`src/rtl/adc_capture_pkg.sv`:
```
// Shared types and constants for the ADC capture controller slice.
package adc_capture_pkg;

    localparam int DATA_W     = 16;
    localparam int CNT_W_DEF  = 24;
    localparam int DROP_W_DEF = 16;
    localparam int DECIM_W    = 8;

    typedef enum logic [1:0] {
        IDLE    = 2'd0,
        ARMED   = 2'd1,
        CAPTURE = 2'd2
    } cap_state_t;

endpackage

```
`src/rtl/adc_capture_ctrl_if.sv`:
```
// FIFO write port between the capture controller (master) and the ADC sample FIFO (slave).
interface adc_capture_ctrl_if;

    logic [2*adc_capture_pkg::DATA_W-1:0] fifo_din;
    logic                                 fifo_wr_en;
    logic                                 fifo_prog_full;
    logic                                 fifo_busy;

    modport master (
        output fifo_din,
        output fifo_wr_en,
        input  fifo_prog_full,
        input  fifo_busy
    );

    modport slave (
        input  fifo_din,
        input  fifo_wr_en,
        output fifo_prog_full,
        output fifo_busy
    );

endinterface

```
`src/rtl/adc_capture_decim.sv`:
```
// Decimation phase counter: keeps one candidate sample out of every decim+1.
module adc_capture_decim
    import adc_capture_pkg::*;
(
    input  logic               clk,
    input  logic               reset_n,
    input  logic               clear,
    input  logic               candidate,
    input  logic [DECIM_W-1:0] decim,
    output logic               keep
);

    logic [DECIM_W-1:0] phase_q;

    // Phase wraps after reaching decim, so phase 0 marks the kept candidate.
    always_ff @(posedge clk or negedge reset_n) begin
        if (!reset_n) begin
            phase_q <= '0;
        end else if (clear) begin
            phase_q <= '0;
        end else if (candidate) begin
            if (phase_q >= decim) begin
                phase_q <= '0;
            end else begin
                phase_q <= phase_q + DECIM_W'(1);
            end
        end
    end

    assign keep = candidate && (phase_q == '0);

endmodule

```
`src/rtl/adc_capture_ctrl.sv`:
```
// ADC capture controller: writes a programmed number of decimated sample words into the FIFO.
// Optional ramp test pattern on fifo_din when ADC_CAPTURE_TESTPAT_EN is defined.
module adc_capture_ctrl
    import adc_capture_pkg::*;
#(
    parameter int CNT_W  = CNT_W_DEF,
    parameter int DROP_W = DROP_W_DEF
) (
    input  logic               clk,
    input  logic               reset_n,
    input  logic               start,
    input  logic               abort,
    input  logic [CNT_W-1:0]   capture_len,
    input  logic [DECIM_W-1:0] decim,
    input  logic               adc_rdy,
    input  logic               adc_valid,
    input  logic [DATA_W-1:0]  adc_data_1,
    input  logic [DATA_W-1:0]  adc_data_2,
`ifdef ADC_CAPTURE_TESTPAT_EN
    input  logic               testpat,
`endif
    adc_capture_ctrl_if.master fifo,
    output logic               busy,
    output logic               done,
    output logic               overflow,
    output logic [DROP_W-1:0]  drop_count,
    output logic [CNT_W-1:0]   wr_count
);

    cap_state_t state_q;
    cap_state_t state_d;

    logic [CNT_W-1:0]    len_q;
    logic [DECIM_W-1:0]  decim_q;
    logic [CNT_W-1:0]    wr_count_inc;
    logic [2*DATA_W-1:0] din_sel;

    logic start_acc;
    logic arm_go;
    logic rdy_lost;
    logic candidate;
    logic keep;
    logic do_write;
    logic do_drop;
    logic last_write;

    // Abort overrides every other event, including a start in the same cycle.
    assign start_acc  = (state_q == IDLE) && start && !abort;
    assign arm_go     = (state_q == ARMED) && !abort && adc_rdy && adc_valid && !fifo.fifo_busy;
    assign rdy_lost   = (state_q == CAPTURE) && !abort && !adc_rdy;
    assign candidate  = arm_go || ((state_q == CAPTURE) && !abort && adc_rdy && adc_valid);

    assign do_write     = keep && !fifo.fifo_prog_full && !fifo.fifo_busy;
    assign do_drop      = keep && !do_write;
    assign wr_count_inc = wr_count + CNT_W'(1);
    assign last_write   = do_write && (len_q != '0) && (wr_count_inc == len_q);

    assign busy = (state_q != IDLE);

    adc_capture_decim u_decim (
        .clk       (clk),
        .reset_n   (reset_n),
        .clear     (state_q == IDLE),
        .candidate (candidate),
        .decim     (decim_q),
        .keep      (keep)
    );

    always_ff @(posedge clk or negedge reset_n) begin
        if (!reset_n) begin
            state_q <= IDLE;
        end else begin
            state_q <= state_d;
        end
    end

    always_comb begin
        state_d = state_q;
        unique case (state_q)
            IDLE: begin
                if (start_acc) begin
                    state_d = ARMED;
                end
            end
            ARMED: begin
                if (abort) begin
                    state_d = IDLE;
                end else if (arm_go) begin
                    state_d = last_write ? IDLE : CAPTURE;
                end
            end
            CAPTURE: begin
                if (abort || rdy_lost || last_write) begin
                    state_d = IDLE;
                end
            end
            default: state_d = IDLE;
        endcase
    end

`ifdef ADC_CAPTURE_TESTPAT_EN
    logic [DATA_W-1:0] ramp_q;

    // Ramp advances on dropped samples too, so the host sees gaps where drops occurred.
    always_ff @(posedge clk or negedge reset_n) begin
        if (!reset_n) begin
            ramp_q <= '0;
        end else if (start_acc) begin
            ramp_q <= '0;
        end else if (keep) begin
            ramp_q <= ramp_q + DATA_W'(1);
        end
    end

    assign din_sel = testpat ? {ramp_q, ~ramp_q} : {adc_data_1, adc_data_2};
`else
    assign din_sel = {adc_data_1, adc_data_2};
`endif

    // Capture settings and status are latched on the accepted start and held afterwards.
    always_ff @(posedge clk or negedge reset_n) begin
        if (!reset_n) begin
            fifo.fifo_din   <= '0;
            fifo.fifo_wr_en <= 1'b0;
            len_q           <= '0;
            decim_q         <= '0;
            done            <= 1'b0;
            overflow        <= 1'b0;
            drop_count      <= '0;
            wr_count        <= '0;
        end else begin
            fifo.fifo_wr_en <= do_write;
            if (do_write) begin
                fifo.fifo_din <= din_sel;
                wr_count      <= wr_count_inc;
            end
            if (start_acc) begin
                len_q      <= capture_len;
                decim_q    <= decim;
                done       <= 1'b0;
                overflow   <= 1'b0;
                drop_count <= '0;
                wr_count   <= '0;
            end else begin
                if (last_write) begin
                    done <= 1'b1;
                end
                if (do_drop || rdy_lost) begin
                    overflow <= 1'b1;
                end
                if (do_drop && !(&drop_count)) begin
                    drop_count <= drop_count + DROP_W'(1);
                end
            end
        end
    end

endmodule

```
`src/flat_wrapper.sv`:
```
// flat-port wrapper written by rule: the top's interface ports become plain ports
module adc_capture_ctrl_flat import adc_capture_pkg::*;
#(
    parameter int CNT_W  = CNT_W_DEF,
    parameter int DROP_W = DROP_W_DEF
)
  (clk, reset_n, start, abort, capture_len, decim, adc_rdy, adc_valid, adc_data_1, adc_data_2, busy, done, overflow, drop_count, wr_count, fifo_fifo_din, fifo_fifo_wr_en, fifo_fifo_prog_full, fifo_fifo_busy);
  adc_capture_ctrl_if fifo_i ();
  input  logic clk;
  input  logic reset_n;
  input  logic start;
  input  logic abort;
  input  logic [CNT_W-1:0] capture_len;
  input  logic [DECIM_W-1:0] decim;
  input  logic adc_rdy;
  input  logic adc_valid;
  input  logic [DATA_W-1:0] adc_data_1;
  input  logic [DATA_W-1:0] adc_data_2;
  output logic busy;
  output logic done;
  output logic overflow;
  output logic [DROP_W-1:0] drop_count;
  output logic [CNT_W-1:0] wr_count;
  output wire logic [$bits(fifo_i.fifo_din)-1:0] fifo_fifo_din;
  output wire logic [$bits(fifo_i.fifo_wr_en)-1:0] fifo_fifo_wr_en;
  input wire logic [$bits(fifo_i.fifo_prog_full)-1:0] fifo_fifo_prog_full;
  input wire logic [$bits(fifo_i.fifo_busy)-1:0] fifo_fifo_busy;
  assign fifo_fifo_din = fifo_i.fifo_din;
  assign fifo_fifo_wr_en = fifo_i.fifo_wr_en;
  assign fifo_i.fifo_prog_full = fifo_fifo_prog_full;
  assign fifo_i.fifo_busy = fifo_fifo_busy;
  adc_capture_ctrl #(.CNT_W(CNT_W), .DROP_W(DROP_W)) u_core (.clk(clk), .reset_n(reset_n), .start(start), .abort(abort), .capture_len(capture_len), .decim(decim), .adc_rdy(adc_rdy), .adc_valid(adc_valid), .adc_data_1(adc_data_1), .adc_data_2(adc_data_2), .fifo(fifo_i), .busy(busy), .done(done), .overflow(overflow), .drop_count(drop_count), .wr_count(wr_count));
endmodule
```
`config.mk`:
```
export PLATFORM = sky130hd
export DESIGN_NAME = adc_capture_ctrl_flat
export DESIGN_NICKNAME = d
export VERILOG_FILES = /design/src/rtl/adc_capture_pkg.sv /design/src/rtl/adc_capture_ctrl_if.sv /design/src/rtl/adc_capture_decim.sv /design/src/rtl/adc_capture_ctrl.sv /design/src/flat_wrapper.sv
export SDC_FILE = /design/constraint.sdc
export NUM_CORES = 1
export LEC_CHECK = 0
export ABC_AREA = 1
export CAP_MARGIN = 20
export CORE_ASPECT_RATIO = 1.5
export CORE_MARGIN = 1.5
export CORE_UTILIZATION = 45
export CTS_CLUSTER_DIAMETER = 40
export CTS_CLUSTER_SIZE = 20
export DETAILED_ROUTE_END_ITERATION = 7
export PLACE_DENSITY = 0.7
export SLEW_MARGIN = 5
export SYNTH_ARGS = -nofsm -noshare
export SYNTH_HDL_FRONTEND = slang
export SYNTH_SLANG_ARGS = --single-unit
```
`constraint.sdc`:
```
create_clock -name clk -period 5.1 [get_ports clk]
set_input_delay 1.02 -clock clk [delete_from_list [all_inputs] [get_ports clk]]
set_output_delay 1.02 -clock clk [all_outputs]
set_load 0.005 [all_outputs]
```
Yosys cells after proc, flatten, opt, wreduce, memory -nomap -nowiden
Index checks and enable logic that the tools add are counted.
{ "classes": {"mux": 17, "n_eq_ne": 6, "magnitude_cmp": 1, "n_addsub": 3, "n_reduce_logical": 38} }
{ "op_table": {"columns": ["operator", "n"], "rows": [
  ["$mux W24", 2],
  ["$mux W16", 2],
  ["$add A24 B1 Y24 const B", 1],
  ["$eq A24 B24 Y1", 1],
  ["$mux W8", 3],
  ["$reduce_bool A24 Y1", 1],
  ["$logic_and A1 B1 Y1", 17],
  ["$add A16 B1 Y16 const B", 1],
  ["$reduce_and A16 Y1", 1],
  ["$reduce_bool A2 Y1", 6],
  ["$mux W2", 5],
  ["$add A8 B1 Y8 const B", 1],
  ["$ge A8 B8 Y1", 1],
  ["$logic_not A8 Y1", 1],
  ["$logic_not A1 Y1", 6],
  ["$pmux W2 S3", 1],
  ["$logic_or A1 B1 Y1", 4],
  ["$mux W1", 4],
  ["$ne A3 B2 Y1 const B", 1],
  ["$reduce_and A3 Y1", 1],
  ["$eq A2 B1 Y1 const B", 1],
  ["$eq A2 B2 Y1 const B", 1],
  ["$logic_not A2 Y1", 1],
  ["$ne A2 B1 Y1 const B", 1],
  ["$ne A2 B2 Y1 const B", 1]
]} }
{ "totals": {"input_bits": 72, "wordCells": 75, "out_inout_bits": 76, "ff_bits": 117} }

Logic depth before layout (Yosys ltp)
Gate-level depths: netlist of run 1.
{ "logic_depth": {"word_depth": 15, "depth_mapped": 16, "mapped_depth_nobuf": 16} }

By module
A second synthesis of run 1 with hierarchy kept.
{ "hier_totals": {"hier_cells": 848, "hier_area_um2": 6339.8} }
{ "by_module_without_submodules": {"columns": ["mod", "area_each_um2", "instances", "seq_area_each_um2", "cells_per_inst"], "rows": [
  ["adc_capture_ctrl", 5651.7, 1, 2727.6, 756],
  ["adc_capture_decim", 688.2, 1, 200.2, 92]
]} }

Least setup slack after synthesis of run 1
No wires, ideal clock.
{ "synth_path": {"path_type": "input-to-reg", "from": "input adc_valid", "to": "register u_core.drop_count[14]", "n_path_buf": 0, "setup_time_ps": 124, "required_time_ps": 4976, "arrival_ps": 2137, "cell_stages": 10, "setup_slack_ps": 2839, "cell_sequence": "nand2_1 -> nand3b_1 -> nand2_2 -> nand2_2 -> nor2_4 -> o21ai_2 -> nor2_4 -> nand3_2 -> nand3b_1 -> nor3b_1"} }
{ "synth_between": {"elab_chain_cells": 10, "word_cells_on_any_way": 11, "classes_between": "11 x reduce/logical"} }
{ "synth_lines": {"columns": ["item", "line_no", "source"], "rows": [
  ["start, declared", "flat_wrapper.sv:16", "input logic adc_valid;"],
  ["$logic_and A1 B1 Y1 (2 in a row)", "adc_capture_ctrl.sv:49", "assign arm_go = (state_q == ARMED) && !abort && adc_rdy && adc_valid && !fifo.fifo_busy;"],
  ["$logic_or A1 B1 Y1 (*)", "adc_capture_ctrl.sv:51", "assign candidate = arm_go || ((state_q == CAPTURE) && !abort && adc_rdy && adc_valid);"],
  ["$logic_and A1 B1 Y1 (*)", "adc_capture_decim.sv:30", "assign keep = candidate && (phase_q == '0);"],
  ["$logic_and A1 B1 Y1 (2 in a row)", "adc_capture_ctrl.sv:53", "assign do_write = keep && !fifo.fifo_prog_full && !fifo.fifo_busy;"],
  ["$logic_not A1 Y1", "adc_capture_ctrl.sv:54", "assign do_drop = keep && !do_write;"],
  ["$logic_and A1 B1 Y1 (*)", "adc_capture_ctrl.sv:54", null],
  ["$logic_and A1 B1 Y1 (*)", "adc_capture_ctrl.sv:151", "if (do_drop && !(&drop_count)) begin"],
  ["$reduce_bool A2 Y1 (no source line) (*)", null, null],
  ["end signal, assigned", "adc_capture_ctrl.sv:152", "drop_count <= drop_count + DROP_W'(1);"],
  ["end, declared", "adc_capture_ctrl.sv:26", "output logic [DROP_W-1:0] drop_count,"]
]} }
Every way passes the cells marked *; elsewhere a longest branch is shown, timed or not.
A chain may end at the register's enable or synchronous reset.

Worst setup path in the final report of run 1
{ "layout_path": {"from": "input abort", "to": "register u_core.wr_count[11]"} }
{ "layout_between": {"elab_chain_cells": 10, "word_cells_on_any_way": 15, "classes_between": "1 x mux; 14 x reduce/logical"} }
{ "layout_lines": {"columns": ["item", "line_no", "source"], "rows": [
  ["start, declared", "flat_wrapper.sv:12", "input logic abort;"],
  ["$logic_not A1 Y1 (*)", "adc_capture_ctrl.sv:48, adc_capture_ctrl.sv:49, adc_capture_ctrl.sv:51", null],
  ["$logic_and A1 B1 Y1 (4 in a row)", "adc_capture_ctrl.sv:49", null],
  ["$logic_or A1 B1 Y1", "adc_capture_ctrl.sv:51", null],
  ["$logic_and A1 B1 Y1", "adc_capture_decim.sv:30", null],
  ["$logic_and A1 B1 Y1 (2 in a row)", "adc_capture_ctrl.sv:53", null],
  ["$reduce_bool A2 Y1 (no source line)", null, null],
  ["end signal, assigned", "adc_capture_ctrl.sv:135", "wr_count <= wr_count_inc;"],
  ["end, declared", "adc_capture_ctrl.sv:27", "output logic [CNT_W-1:0] wr_count"]
]} }
Marks and branches as above.

==> flow_summary.toml, run 1 <==
[outcome]
status = "finished, final reports clean"

[global_route]
grt_max_degree = 77
grt_pass1_vias = 5895
overflow = 0
grt_pass1_wl_um = 28400
track_usage_pct = 24.3
antenna_found_initial = 0

[sta]
clock_skew_ns = 0.0105
post-route-min-period_ns = 3.24
tns_ns = 0
maxSlewViolCount = 0
hold_violations = 0
max_freq_mhz = 309
fin_crit_sh_pct = 63.5
grt_setup_unrepaired = "false"
slew_headroom_pct = 41.2
whs_ns = 0.465
max_slew.worst_pin.slew_ns = 0.880
setup_viol = 0
fin_ws_ns = 1.86

[pwr]
total_power_mw = 3.07
vdd_ir_drop_max_v = 0.000201
pwr_density_cell_nw_per_um2 = 351
power_leakage_nw = 4.15

[critical_path]
startpoint_type = "input port"
crit_end = "u_core.wr_count[11]"
critical_path_class = "in2reg"
r2r_end = "u_core.wr_count[11]"
r2r.worst_path.cells = 10
worst_setup_path_end_kind = "register"
slowest_stage = "nand2_1"
slowest_delay_ns = 0.67
cp.required_ns = 5.41
critPathLaunch = "abort"
cp_cell_sequence = "clkdlybuf4s50_1 -> inv_1 -> nand3b_1 -> nand2_2 -> nand2_2 -> nor2_4 -> inv_1 -> buf_4 -> nand2_1 -> o21ai_0"
cp_max_fo = 48
r2r-start = "u_core.u_decim.phase_q[0]"
r2r_setup_slack_ns = 2.50
worst_ep_arrival_time_ns = 3.55

[synthesis]
synthTopCellsByArea = "dfrtp_1 46%, nand2_1 18%, inv_1 5.2%"
synth_edf_count = 0
ys_ff_latch = 117
ys_seq_area_share_pct = 45.9
synth_flop_cell = "dfrtp_1"
synth_area_sq_um = 6370
syn_nets = 932
synth_cell_types = 37
post_synth.cell_area_avg_sq_um = 7.51
yosysWarnings = 0
yosysTopAreaCell = "dfrtp_1"
synthCells = 848
synthArstFlopShare_pct = 100
synth.top_cell.area_share_pct = 45.9

[die]
dieWidth_um = 100
core_sq_um = 13900
die-area_sq_um = 14900
die_h_um = 149
row_count = 53
initial_core_util_pct = 45.8
pin_count = 148

[route]
vias = 6075
ant_nets = 0
wl_per_cell_um = 14.9
avgViaCountPerCell = 5.15
drt_wl_total_um = 17600
drt_iter0_drc = 361
drc = 0
firstDrtPassIters = 5

[placed_design]
numPortBuffers = 147
routabilityCongestion = 0.905
place_hpwl_um = 12800
dp_slack_ns = 1.38
dp.cells = 1147

[cts]
htreeDepth = 4
path_clk_slew_ns = 0.06
insertion_delay_ns = 0.42
cts_root_buf = "clkbuf_16"
cts-resized-gates = 0
cts_buffers = 17
cts_num_sinks = 117
cts_tree = "yes"
postCtsHoldBufs = 0
post_cts_buffers = 0
cts_buffer_depth = 2

[worst_hold_path]
hp-class = "reg2reg"

[final_layout]
area_delta_synth_final_pct = 37.2
final_cell_mix = "311 x nand2_1, 146 x clkdlybuf4s50_1, 117 x dfrtp_1"
final_nets = 1086
diodes = 0
drive_above_1_share_pct = 8.77
layout_commonest_cell = "nand2_1"
final_cells = 1180

[flow_run]
max_cap_viol_count = 0
-- metal layers --
| layer | vias up | routed length, um | track usage [%] | part of all wire [%] |
|---|---|---|---|---|
| met5 | - | 0 | 0 | 0 |
| met4 | 0 | 327 | 7.61 | 1.9 |
| met3 | 23 | 816 | 4.73 | 4.6 |
| met2 | 170 | 9490 | 44.4 | 54 |
| met1 | 2847 | 7000 | 28.3 | 40 |
| li1 | 3035 | - | - | - |
-- stage by stage --
step                      util, %  area (sq um)
after floorplan                 -          6370
after global placement       57.6          8020
after detailed placement     57.6          8020
after CTS                    62.6          8720
after global routing         62.8          8740
final                        62.8          8740
-- final cells by class --
type	instances	area, sq um
clock inverters	15	275
well taps	165	206
multi-input cells	623	3030
flip-flops and latches	117	2930
repair buffers	154	1540
clock buffers	17	425
fillers	1220	5180
inverters	89	334
-- how the worst min path moves through the flow --
stage | end | startpoint | cells past startpoint
floorplan | u_core.decim_q[0] | u_core.decim_q[0] | 2
global placement | u_core.fifo.fifo_din[27] | u_core.fifo.fifo_din[27] | 2
detailed placement | u_core.fifo.fifo_din[15] | u_core.fifo.fifo_din[15] | 2
CTS | u_core.fifo.fifo_din[2] | u_core.fifo.fifo_din[2] | 2
global route | u_core.fifo.fifo_din[31] | u_core.fifo.fifo_din[31] | 2
finish | u_core.fifo.fifo_din[24] | u_core.fifo.fifo_din[24] | 2
-- Yosys cell counts (all sizes together), types with 2 or more instances --
cell type	n
nand2	334
dfrtp	117
inv	89
nor2	78
nand3	61
o21ai	47
o22ai	18
a21oi	15
ha	12
nand3b	12
nand4	12
nor3	12
buf	10
clkbuf	9
xor2	6
a31oi	5
nor4	3
xnor2	2
-- sequential cells by signal, indices dropped and copies added, names as in the netlist --
name / count
u_core.len_q: 24
u_core.wr_count: 24
u_core.state_q: 2
u_core.fifo.fifo_din: 32
u_core.drop_count: 16
u_core.done: 1
u_core.overflow: 1
u_core.u_decim.phase_q: 8
u_core.decim_q: 8
u_core.fifo.fifo_wr_en: 1
-- worst max-delay path: cells and delay by family --
family / cells / cell delay, ns
AO/OA/AOI/OAI: 1 / 0.38
buffers and inverters: 4 / 1.08
AND/OR/NAND/NOR: 5 / 1.04
-- cells by family after synthesis --
logic type               count (synthesis)  share of synthesized area (%)
AO/OA/AOI/OAI                           89                           7.87
flip-flops                             117                           45.9
XOR/XNOR                                 8                           1.10
AND/OR/NAND/NOR                        514                           36.3
buffers and inverters                  108                           6.44
adder cells (fa/ha/maj)                 12                           2.36
-- power breakdown --
group | switching (mW) | internal [mW]
Combinational | 0.254 | 0.254
Sequential | 0.0846 | 1.05
Clock | 0.457 | 0.970
Note: power is estimated with default switching activity, not from simulation.
==> run 2, diff against run 1 <==
- PLACE_DENSITY: 0.7 -> 0.73
- clock period: 5.1 -> 2.9 ns (I/O delays scaled with it)
==> run 2 against run 1 <==
- global-route usage fell by 0.40 points
- hold slack lost 0.28 ns
- wire length is 3.1% lower
- clock power rose by 57%
- critical endpoint is now u_core.state_q[1]
- highest routed layer unchanged
==> flow_summary.toml, run 2 (synthesis results as in run 1) <==
[die]
row_count = 53
initial_core_util_pct = 45.8
core_sq_um = 13900
die-area_sq_um = 14900
die_h_um = 149
dieWidth_um = 100
pin_count = 148

[final_layout]
area_delta_synth_final_pct = 36.2
largest_reg_flops = 32
layout_commonest_cell = "nand2_1"
final_cell_mix = "311 x nand2_1, 146 x clkdlybuf4s50_1, 117 x dfrtp_1"
diodes = 0
regMostFlops = "u_core.fifo.fifo_din"
nFillCells = 1227
drive_above_1_share_pct = 8.95
reg.largest.list = "u_core.fifo.fifo_din (32), u_core.len_q (24), u_core.wr_count (24)"
fin_util_pct = 62.3
final_nets = 1088

[placed_design]
routabilityCongestion = 0.886
place_hpwl_um = 12500
numPortBuffers = 147

[cts]
cts_buffer_depth = 2
cts_root_buf = "clkbuf_16"
htreeDepth = 4
cts_buffers = 17
cts-resized-gates = 0
cts_tree = "yes"
post_cts_buffers = 0
path_clk_slew_ns = 0.06
insertion_delay_ns = 0.42
postCtsHoldBufs = 0
cts_num_sinks = 117

[route]
ant_nets = 0
firstDrtPassIters = 5
drt_wl_total_um = 17100
avgViaCountPerCell = 5.06
vias = 5979
drc = 0
wl_per_cell_um = 14.5
drt_iter0_drc = 314

[sta]
slew_headroom_pct = 57.1
setup_viol = 0
max_freq_mhz = 426
tns_ns = 0
max_slew.worst_pin.slew_ns = 0.643
post-route-min-period_ns = 2.35
grt_setup_unrepaired = "false"
maxSlewViolCount = 0
hold_violations = 0
fin_crit_sh_pct = 81.0
clock_skew_ns = 0.00348

[global_route]
grt.met2_usage_pct = 42.3
overflow = 0
grt_util_met3_pct = 3.00
met1_usage_pct = 28.4
grt_pass1_wl_um = 28000
grt_pass1_vias = 5848
grt_max_degree = 51
antenna_found_initial = 0
track_usage_pct = 23.9
busiest_layer = "met2"

[critical_path]
r2r_setup_slack_ns = 0.55
worst_setup_path_end_kind = "register"
worst_ep_arrival_time_ns = 2.65
startpoint_type = "register"
r2r_end = "u_core.state_q[1]"
cp_max_fo = 7
critical_path_class = "reg2reg"
r2r.worst_path.cells = 16
r2r-start = "u_core.wr_count[0]"
cp.required_ns = 3.20

[pwr]
power_leakage_nw = 4.12
pwr_density_cell_nw_per_um2 = 590
vdd_ir_drop_max_v = 0.000357
total_power_mw = 5.12

[worst_hold_path]
hp-class = "in2async"

[flow_run]
max_cap_viol_count = 0

[outcome]
status = "finished, final reports clean"
-- run 2: cell types whose count changed in the layout (fill, tap and decap cells not counted) --
cell / change
buf_4: +2
buf_12: +1
buf_16: -1
clkinv_2: +1
clkinvlp_4: +2
bufinv_16: -3
-- run 2: area by class of cell --
cell class | instances | area [sq um] | share of cell area [%]
flip-flops and latches | 117 | 2930 | 33.7
multi-input cells | 623 | 3030 | 34.9
inverters | 89 | 334 | 3.85
clock buffers | 17 | 425 | 4.90
clock inverters | 15 | 205 | 2.36
repair buffers | 156 | 1550 | 17.8
well taps | 165 | 206 | 2.38
-- run 2: how the worst max path moves through the flow --
stage / startpoint / to / slack [ns] / cells after the start
final: u_core.wr_count[0] / u_core.state_q[1] / 0.55 / 16
after global routing: u_core.wr_count[0] / u_core.state_q[1] / 0.34 / 14
after CTS: u_core.wr_count[0] / u_core.state_q[1] / 0.56 / 14
after detailed placement: abort / u_core.wr_count[0] / 0.25 / 10
after global placement: abort / u_core.wr_count[0] / 0.29 / 10
after floorplan: u_core.wr_count[0] / u_core.state_q[1] / 1.0 / 14
-- run 2: routing by layer --
layer | routed length [um] | vias to the layer above | part of all wire, %
met1 | 6960 | 2748 | 41
met3 | 582 | 40 | 3.4
li1 | - | 3036 | -
met4 | 570 | 0 | 3.3
met5 | 0 | - | 0
met2 | 8970 | 155 | 52
-- run 2: metrics by stage --
stage                     setup WS (ns)  instances  hold WS, ns  instance area (sq um)
after global placement            0.286       1150        0.453                   8050
after floorplan                   0.999        848        0.284                   6370
after global routing              0.337       1182        0.230                   8680
final                             0.552       1182        0.182                   8680
after CTS                         0.556       1182        0.207                   8680
after detailed placement          0.252       1150        0.458                   8050
-- run 2: report_power, final --
group | leakage [nW] | internal (mW) | switching (mW)
Sequential | 1.57 | 1.84 | 0.147
Clock | 0.300 | 1.44 | 0.802
Combinational | 2.25 | 0.449 | 0.438
Total | 4.12 | 3.74 | 1.39
-- run 2: critical path: stages (launching register included) --
cell and delay [ns]:
dfrtp_1 0.49, ha_1 0.26, nand2_2 0.10, nor2_4 0.22, nand2_2 0.14, nand2_1 0.11
nand2_1 0.07, nand2_1 0.07, nand2_1 0.05, inv_1 0.04, nand3_1 0.11, nor2_1 0.16
nand2_1 0.08, nor2_2 0.11, nand2_2 0.08, nand2_1 0.08, o21ai_2 0.05
==> run 3, diff against run 2 <==
- PLACE_DENSITY: 0.73 -> 0.7
- clock period: 2.9 -> 2.23 ns (I/O delays scaled with it)
==> run 3 against run 2 <==
- die area unchanged
- clock skew up 0.0058 ns
- hold slack worse by 0.12 ns
- sequential cell count unchanged
- non-clock buffer count up 20
- final cell count up 1.6%
- utilization up 1.7 points
- wire length up 2.3%
- critical path type unchanged
- critical endpoint unchanged
- largest power group unchanged
==> flow_summary.toml, run 3 (synthesis results as in run 1) <==
[outcome]
status = "finished, final reports clean"

[global_route]
antenna_found_initial = 0
grt_max_degree = 84
grt_pass1_vias = 6065
track_usage_pct = 24.6
overflow = 0
grt_pass1_wl_um = 28900

[cts]
htreeDepth = 4
cts_buffers = 17
insertion_delay_ns = 0.42
postCtsHoldBufs = 0
cts_buffer_depth = 2
cts_num_sinks = 117
cts_root_buf = "clkbuf_16"
path_clk_slew_ns = 0.06
cts_tree = "yes"

[pwr]
pwr_density_cell_nw_per_um2 = 727
power_leakage_nw = 4.24
vdd_ir_drop_max_v = 0.000593
total_power_mw = 6.48

[final_layout]
layout_commonest_cell = "nand2_1"
final_cells = 1201
largest_reg_flops = 32
diodes = 0
final_nets = 1108
area_delta_synth_final_pct = 39.9
regMostFlops = "u_core.fifo.fifo_din"
drive_above_1_share_pct = 12.4
final_cell_mix = "305 x nand2_1, 146 x clkdlybuf4s50_1, 117 x dfrtp_1"
reg.largest.list = "u_core.fifo.fifo_din (32), u_core.len_q (24), u_core.wr_count (24)"

[sta]
slew_headroom_pct = 68.9
max_slew.worst_pin.slew_ns = 0.466
max_freq_mhz = 470
post-route-min-period_ns = 2.13
hold_violations = 0
fin_ws_ns = 0.102
maxSlewViolCount = 0
clock_skew_ns = 0.00931
setup_viol = 0
fin_crit_sh_pct = 95.4

[placed_design]
place_hpwl_um = 12900
dp.cells = 1165
routabilityCongestion = 0.907
numPortBuffers = 147
dp_slack_ns = -0.0189

[die]
dieWidth_um = 100
row_count = 53
die-area_sq_um = 14900
core_sq_um = 13900
die_h_um = 149
initial_core_util_pct = 45.8
pin_count = 148

[critical_path]
r2r-start = "u_core.wr_count[1]"
critPathLaunch = "u_core.wr_count[1]"
cp.required_ns = 2.52
r2r_end = "u_core.state_q[1]"
critical_path_class = "reg2reg"
r2r.worst_path.cells = 17
startpoint_type = "register"
worst_ep_arrival_time_ns = 2.42
r2r_setup_slack_ns = 0.10
worst_setup_path_end_kind = "register"
cp_max_fo = 6

[route]
drt_iter0_drc = 238
avgViaCountPerCell = 5.14
firstDrtPassIters = 5
wl_per_cell_um = 14.5
drc = 0
vias = 6169
drt_wl_total_um = 17500
ant_nets = 0

[flow_run]
max_cap_viol_count = 0

[worst_hold_path]
hp-class = "in2async"
## run 3: where the power goes
part / internal (mW) / switching, mW
Sequential: 2.40 / 0.189
Clock: 1.65 / 1.05
Combinational: 0.606 / 0.590
## run 3: timing repair
item,CTS,global route
endpoints found under the setup margin,0,2
resized for setup,0,23
buffers inserted,0,5
## run 3: layout make-up
cell class | count | area, sq um
multi-input combinational | 623 | 3100
tap | 165 | 206
timing repair buffer | 176 | 1770
clock inverter | 14 | 154
clock buffer | 17 | 425
inverter | 89 | 334
fill | 1191 | 5010
sequential | 117 | 2930
## run 3: through the flow
stage / hold WS (ns) / instance area [sq um] / utilization [%] / setup TNS [ns]
2_1_floorplan: 0.150 / 6370 / - / 0
3_3_place_gp: 0.453 / 8210 / 59.0 / 0
3_5_place_dp: 0.457 / 8210 / 59.0 / -0.0478
4_1_cts: 0.0838 / 8790 / 63.1 / 0
5_1_grt: 0.0932 / 8910 / 64.0 / -0.00404
6_report: 0.0588 / 8910 / 64.0 / 0
## run 3: worst max-delay path, stage by stage, from the launching register on
cell and delay, ns:
dfrtp_1 0.37, ha_2 0.22, nand2_4 0.07, nor2_4 0.16, buf_12 0.14, nand2_4 0.07, nand2_2 0.09, nand2_2 0.07
nand2_2 0.06, nand2_1 0.05, inv_2 0.06, nand3_2 0.09, nor2_2 0.13, nand2_1 0.07, nor2_2 0.14, nand2_2 0.10
nand2_1 0.08, o21ai_2 0.05
## run 3: layer usage
layer | vias up | GRT usage (%) | share of wire [%]
li1 | 3073 | - | -
met1 | 2897 | 28.4 | 40
met2 | 163 | 44.8 | 54
met3 | 36 | 3.56 | 3.9
met4 | 0 | 10.8 | 2.8
met5 | - | 0 | 0
## run 3: how the worst max path moves through the flow
stage / end / slack (ns) / depth (start not counted)
floorplan: u_core.state_q[1] / 0.33 / 14
global placement: u_core.drop_count[14] / 0.02 / 11
detailed placement: u_core.drop_count[14] / -0.02 / 11
CTS: u_core.state_q[1] / 0.08 / 14
global route: u_core.state_q[1] / -0.004 / 15
finish: u_core.state_q[1] / 0.10 / 17
